**config.mk**
```make
export PLATFORM = sky130hd
export DESIGN_NAME = debug_uart_tx
export DESIGN_NICKNAME = d
export VERILOG_FILES = /design/src/rtl/debug_uart_tx.sv
export SDC_FILE = /design/constraint.sdc
export NUM_CORES = 1
export LEC_CHECK = 0
export ABC_AREA = 1
export ABC_CLOCK_PERIOD_IN_PS = 2400
export BUFFER_PORTS_ARGS = -buffer_cell sky130_fd_sc_hd__buf_2
export CAP_MARGIN = 40
export CORE_MARGIN = 8
export CORE_UTILIZATION = 40
export DETAILED_ROUTE_END_ITERATION = 8
export GPL_ROUTABILITY_DRIVEN = 0
export PLACE_DENSITY = 0.74
export SLEW_MARGIN = 20
export SYNTH_ARGS = -nofsm -noshare
export SYNTH_HDL_FRONTEND = slang
export SYNTH_SLANG_ARGS = --single-unit
```
**constraint.sdc**
```tcl
create_clock -name clk -period 2.4 [get_ports clk]
set_input_delay 0.36 -clock clk [delete_from_list [all_inputs] [get_ports clk]]
set_output_delay 0.36 -clock clk [all_outputs]
set_load 0.02 [all_outputs]
```
**src/rtl/debug_uart_tx.sv**
```systemverilog
// debug_uart_tx: snapshots seven debug bytes on trigger and sends them as 8N1 UART bytes after SYNC_BYTE.
// Optional macro DEBUG_UART_CHECKSUM_EN appends a ninth byte (mod-256 sum of the snapshot).
module debug_uart_tx #(
  parameter int unsigned CLKS_PER_BIT = 16,
  parameter logic [7:0]  SYNC_BYTE    = 8'hA5
) (
  input  logic       clk,
  input  logic       reset,
  input  logic       trigger,
  input  logic [7:0] debug_port1,
  input  logic [7:0] debug_port2,
  input  logic [7:0] debug_port3,
  input  logic [7:0] debug_port4,
  input  logic [7:0] debug_port5,
  input  logic [7:0] debug_port6,
  input  logic [7:0] debug_port7,
  output logic       tx,
  output logic       busy,
  output logic       done
);

  // state | meaning
  // IDLE  | line high, waiting for trigger
  // START | start bit (0) of the current byte
  // DATA  | data bit bit_idx of the current byte, LSB first
  // STOP  | stop bit (1) of the current byte
  // DONE  | one-cycle end-of-frame pulse; busy already low, trigger accepted
  localparam logic [2:0] IDLE  = 3'd0;
  localparam logic [2:0] START = 3'd1;
  localparam logic [2:0] DATA  = 3'd2;
  localparam logic [2:0] STOP  = 3'd3;
  localparam logic [2:0] DONE  = 3'd4;

`ifdef DEBUG_UART_CHECKSUM_EN
  localparam int unsigned NUM_BYTES = 9;
`else
  localparam int unsigned NUM_BYTES = 8;
`endif

  localparam int unsigned     CNT_W     = $clog2(CLKS_PER_BIT);
  localparam logic [CNT_W-1:0] BIT_LAST  = CNT_W'(CLKS_PER_BIT - 1);
  localparam logic [3:0]       BYTE_LAST = 4'(NUM_BYTES - 1);

  logic [2:0]       state;
  logic [CNT_W-1:0] bit_cnt;
  logic [2:0]       bit_idx;
  logic [3:0]       byte_idx;
  logic [7:0]       snap [7];
  logic [7:0]       cur_byte;
  logic             bit_end;

`ifdef DEBUG_UART_CHECKSUM_EN
  logic [7:0] checksum;
  assign checksum = snap[0] + snap[1] + snap[2] + snap[3] + snap[4] + snap[5] + snap[6];
`endif

  assign bit_end = (bit_cnt == BIT_LAST);

  always_comb begin
    cur_byte = SYNC_BYTE;
    case (byte_idx)
      4'd0:    cur_byte = SYNC_BYTE;
      4'd1:    cur_byte = snap[0];
      4'd2:    cur_byte = snap[1];
      4'd3:    cur_byte = snap[2];
      4'd4:    cur_byte = snap[3];
      4'd5:    cur_byte = snap[4];
      4'd6:    cur_byte = snap[5];
      4'd7:    cur_byte = snap[6];
`ifdef DEBUG_UART_CHECKSUM_EN
      4'd8:    cur_byte = checksum;
`endif
      default: cur_byte = SYNC_BYTE;
    endcase
  end

  always_ff @(posedge clk) begin
    if (reset) begin
      state    <= IDLE;
      bit_cnt  <= '0;
      bit_idx  <= '0;
      byte_idx <= '0;
      for (int i = 0; i < 7; i++) snap[i] <= '0;
    end else begin
      case (state)
        // DONE behaves like IDLE so a trigger in the done cycle starts the next frame
        IDLE, DONE: begin
          if (trigger) begin
            state    <= START;
            bit_cnt  <= '0;
            bit_idx  <= '0;
            byte_idx <= '0;
            snap[0]  <= debug_port1;
            snap[1]  <= debug_port2;
            snap[2]  <= debug_port3;
            snap[3]  <= debug_port4;
            snap[4]  <= debug_port5;
            snap[5]  <= debug_port6;
            snap[6]  <= debug_port7;
          end else begin
            state <= IDLE;
          end
        end
        START: begin
          if (bit_end) begin
            bit_cnt <= '0;
            bit_idx <= '0;
            state   <= DATA;
          end else begin
            bit_cnt <= bit_cnt + CNT_W'(1);
          end
        end
        DATA: begin
          if (bit_end) begin
            bit_cnt <= '0;
            if (bit_idx == 3'd7) state <= STOP;
            else bit_idx <= bit_idx + 3'd1;
          end else begin
            bit_cnt <= bit_cnt + CNT_W'(1);
          end
        end
        STOP: begin
          if (bit_end) begin
            bit_cnt <= '0;
            if (byte_idx == BYTE_LAST) begin
              state <= DONE;
            end else begin
              byte_idx <= byte_idx + 4'd1;
              state    <= START;
            end
          end else begin
            bit_cnt <= bit_cnt + CNT_W'(1);
          end
        end
        default: state <= IDLE;
      endcase
    end
  end

  always_comb begin
    tx = 1'b1;
    case (state)
      START:   tx = 1'b0;
      DATA:    tx = cur_byte[bit_idx];
      default: tx = 1'b1;
    endcase
  end

  assign busy = (state == START) || (state == DATA) || (state == STOP);
  assign done = (state == DONE);

endmodule
```
==> metrics.sh <==
CTS_TREE='done'
TOTALNEGATIVESETUPSLACK_PS=-19.5
SYNTHFLOPTYPE='edfxtp_1'
SYNTHARSTFLOPSHARE_PCT=0
CRITICAL_PATH.MAX_FANOUT=9
PORT_BUFFERS=61
MOST_COMMON_CELL_AFTER_LAYOUT_FILL_AND_TAPS_ASIDE='nor2_1'
REG2REG_TO='snap[2][4]'
CELLLEAKAGEPOWER_nW=2.16
CTS_BUFFERS=9
ROUTED_WIRE_LENGTH_PER_INSTANCE_UM=13.7
DIEWIDTH_UM=111
YS_SEQ_ELEMENTS=70
ROUTE.FINAL.WIRE_LENGTH_UM=8500
POWER.DENSITY_CELL_AREA_nW_PER_UM2=901
MIN_PATH_CELLS=3
NUM_VIAS=3048
LAYOUT_SETUP_WS_PS=-19.5
HTREE_LEVELS=3
WORST_R2R_PATH_DEPTH=6
MAX-VDD-IR-DROP_V=0.000361
TIMING.CLOCK.SKEW_PS=4.84
MIN_PATH_TYPE='in2reg'
PLACEMENTROWS=34
REGTOREGSETUPSLACK_PS=630
SLEW-LIMIT-HEADROOM_PCT=70.8
POST-DP-HPWL_UM=5810
CTS.ROOT.BUFFER_CELL='clkbuf_8'
HOLD_WS_PS=290
TIMING.HOLD.WORST.START='debug_port7[1]'
DESIGN_POWER_TOTAL_mW=3.96
DIE-AREA_UM2=12300
DPL.CELL_COUNT=601
N_ANTENNA_CELL=0
VIOLATIONS='negative setup slack'
CLKSINKCOUNT=70
FINAL.PERIOD_UTILIZATION_PCT=101
GRT_PASS1_WL_UM=13700
DIE-HEIGHT_UM=111
FINALWORSTPATHREQUIREDPERIOD_PS=2420
FLOORPLAN.INITIALDENSITY_PCT=41.3
OUTCOME='finished, violations left'
MEAN_POST_SYNTH_CELL_AREA_UM2=8.23
WORSTMARGINPINSLEW_PS=439
DRT_DRC_VIOLATIONS_LEFT=0
ALL_LAYER_GR_USAGE_PCT=13.6
UTILIZATION_AFTER_LAYOUT_PCT=50.2
REQUIRED_PS=2040
MOSTFREQUENTLAYOUTCELLS='nor2_1, inv_1, nand2_1'
REGTOREGSTARTPOINT='state[0]'
CAP_VIOL_MAX_COUNT=0
SYNTH_ENABLE_FLOP_CELLS=56
SYNTH_CELLS=440
FIRST_ITER_VIOLATIONS=215
DESIGN.FINAL.NETS=575
YOSYS_WARNING_COUNT=0
YS_SEQ_AREA_SHARE_PCT=54.2
ROUTED_VIA_DENSITY=4.90
AREA_GROWTH_SYN_TO_LAYOUT_PCT=21.5
WORST_SKEW_PAIR.LATE_LATENCY_PS=350
IOPINCOUNT=62
MAX-CLOCK-PATH-BUFFERS=2
SYNTHDISTINCTLIBCELLS=27
FINAL-INSTANCE-COUNT-EXCL-FILL=622
ANTENNA_VIOLATIONS_BEFORE_REPAIR=0
CRITICALPATHCATEGORY='reg2out'
GRT_OVERFLOW_TOTAL=0
DRV_SLEW=0
CTSHOLDBUFFERS=0
CORE_REGION_AREA_UM2=8760
CRIT_ARRIVAL_PS=2060
DETAILEDPLACE.WORSTSLACK_PS=53.3
HOLD_ENDPOINT='snap[6][1]'
GRT_SETUP_UNREPAIRED='true'
DRT_PRE_ANTENNA_ITERS=4
DRTANTENNAVIOLNETS=0
END_KIND='output pin'
CTS.REPORTEDPATHS.CLKPINSLEW_PS=70
CATEGORY_OF_THE_WORST_SETUP_PATH_LAUNCH_POINT='register'
NUMBER_OF_GLOBAL_ROUTE_VIAS_BEFORE_REPAIR=2978
POST-ROUTE-CELL-AREA_UM2=4400
SYNTH_NETS=506
PLACED_CELL_AREA_UM2=4050
MAPPEDNETLISTAREA_UM2=3620
REPORT.FINAL.SETUP_VIOL=1
POST_ROUTE_CELLS_DRIVE_ABOVE_1_SHARE_PCT=23.9
GRT_START_MAX_NET_PINS=37
MAX_FREQ_MHz=413
HOLD_VIOLATIONS_FINAL=0
-- how the worst max path moves through the flow --
stage | end | startpoint | slack, ps | cells past startpoint
2_1_floorplan | tx | byte_idx[0] | 390 | 12
3_3_place_gp | tx | byte_idx[1] | 110 | 13
3_5_place_dp | tx | byte_idx[1] | 50 | 13
4_1_cts | tx | byte_idx[1] | 0.4 | 15
5_1_grt | tx | byte_idx[0] | -120 | 14
6_report | tx | byte_idx[0] | -20 | 14
-- critical path: stages (launching register included) --
cell and delay, ps:
dfxtp_4 390, buf_4 130, ha_4 150, buf_6 140
nand4_1 90, nand2_1 80, nor2_1 40, nand2_1 50
nand2_1 70, a21oi_1 150, nand2_1 70, nand2_1 70
nand2_1 70, nand2_2 70, buf_6 110
-- timing repair --
action	CTS	global route
setup buffers	2	3
gates resized for setup	16	20
pin swaps	2	5
endpoints found under the setup margin	1	1
-- registers in the layout (all words and copies together), names as in the netlist --
register and cells:
snap 56, bit_cnt 4, byte_idx 4, bit_idx 3, state 3
-- cell families after synthesis --
kind of cell / after synthesis / synth area share, %
fa+ha+maj: 7 / 2.42
compound gates: 26 / 3.87
xor+xnor: 1 / 0.242
simple gates: 234 / 27.9
buf+inv: 102 / 11.3
flops: 70 / 54.2
-- report_power, final --
part,total (mW),internal (mW),switching (mW)
clock network,1.02,0.577,0.442
logic,1.18,0.409,0.774
registers,1.76,1.62,0.135
total,3.96,2.61,1.35
-- area by class of cell --
class	count	area (µm²)
sequential	70	1970
clock buffer	9	124
fill	819	4370
clock inverter	7	88.8
timing repair buffer	77	450
tap	108	135
inverter	83	319
multi-input combinational	268	1310
-- routing by layer --
metal | up-vias | track usage [%] | part of all wire (%)
met5 | - | 0 | 0
met4 | 0 | 6.84 | 2.6
met3 | 22 | 4.11 | 6.0
met2 | 118 | 21.5 | 48
met1 | 1371 | 16.4 | 44
li1 | 1537 | - | -
-- cells in the mapped netlist (2+ instances only) --
| library cell | instances | area share [%] |
|---|---|---|
| nand2_1 | 75 | 7.8 |
| buf_2 | 10 | 1.4 |
| nor2_1 | 91 | 9.4 |
| nand2_2 | 3 | 0.52 |
| dfxtp_1 | 14 | 7.7 |
| nand4_1 | 17 | 2.9 |
| buf_4 | 2 | 0.41 |
| a21oi_1 | 9 | 1.2 |
| o21ai_0 | 12 | 1.7 |
| a22oi_1 | 2 | 0.41 |
| clkbuf_1 | 6 | 0.62 |
| inv_2 | 6 | 0.62 |
| nand3_1 | 38 | 5.3 |
| nor3_1 | 3 | 0.41 |
| ha_1 | 7 | 2.4 |
| nor2_2 | 3 | 0.52 |
| inv_1 | 77 | 8.0 |
| edfxtp_1 | 56 | 46 |
Note: power is estimated with default switching activity, not from simulation.
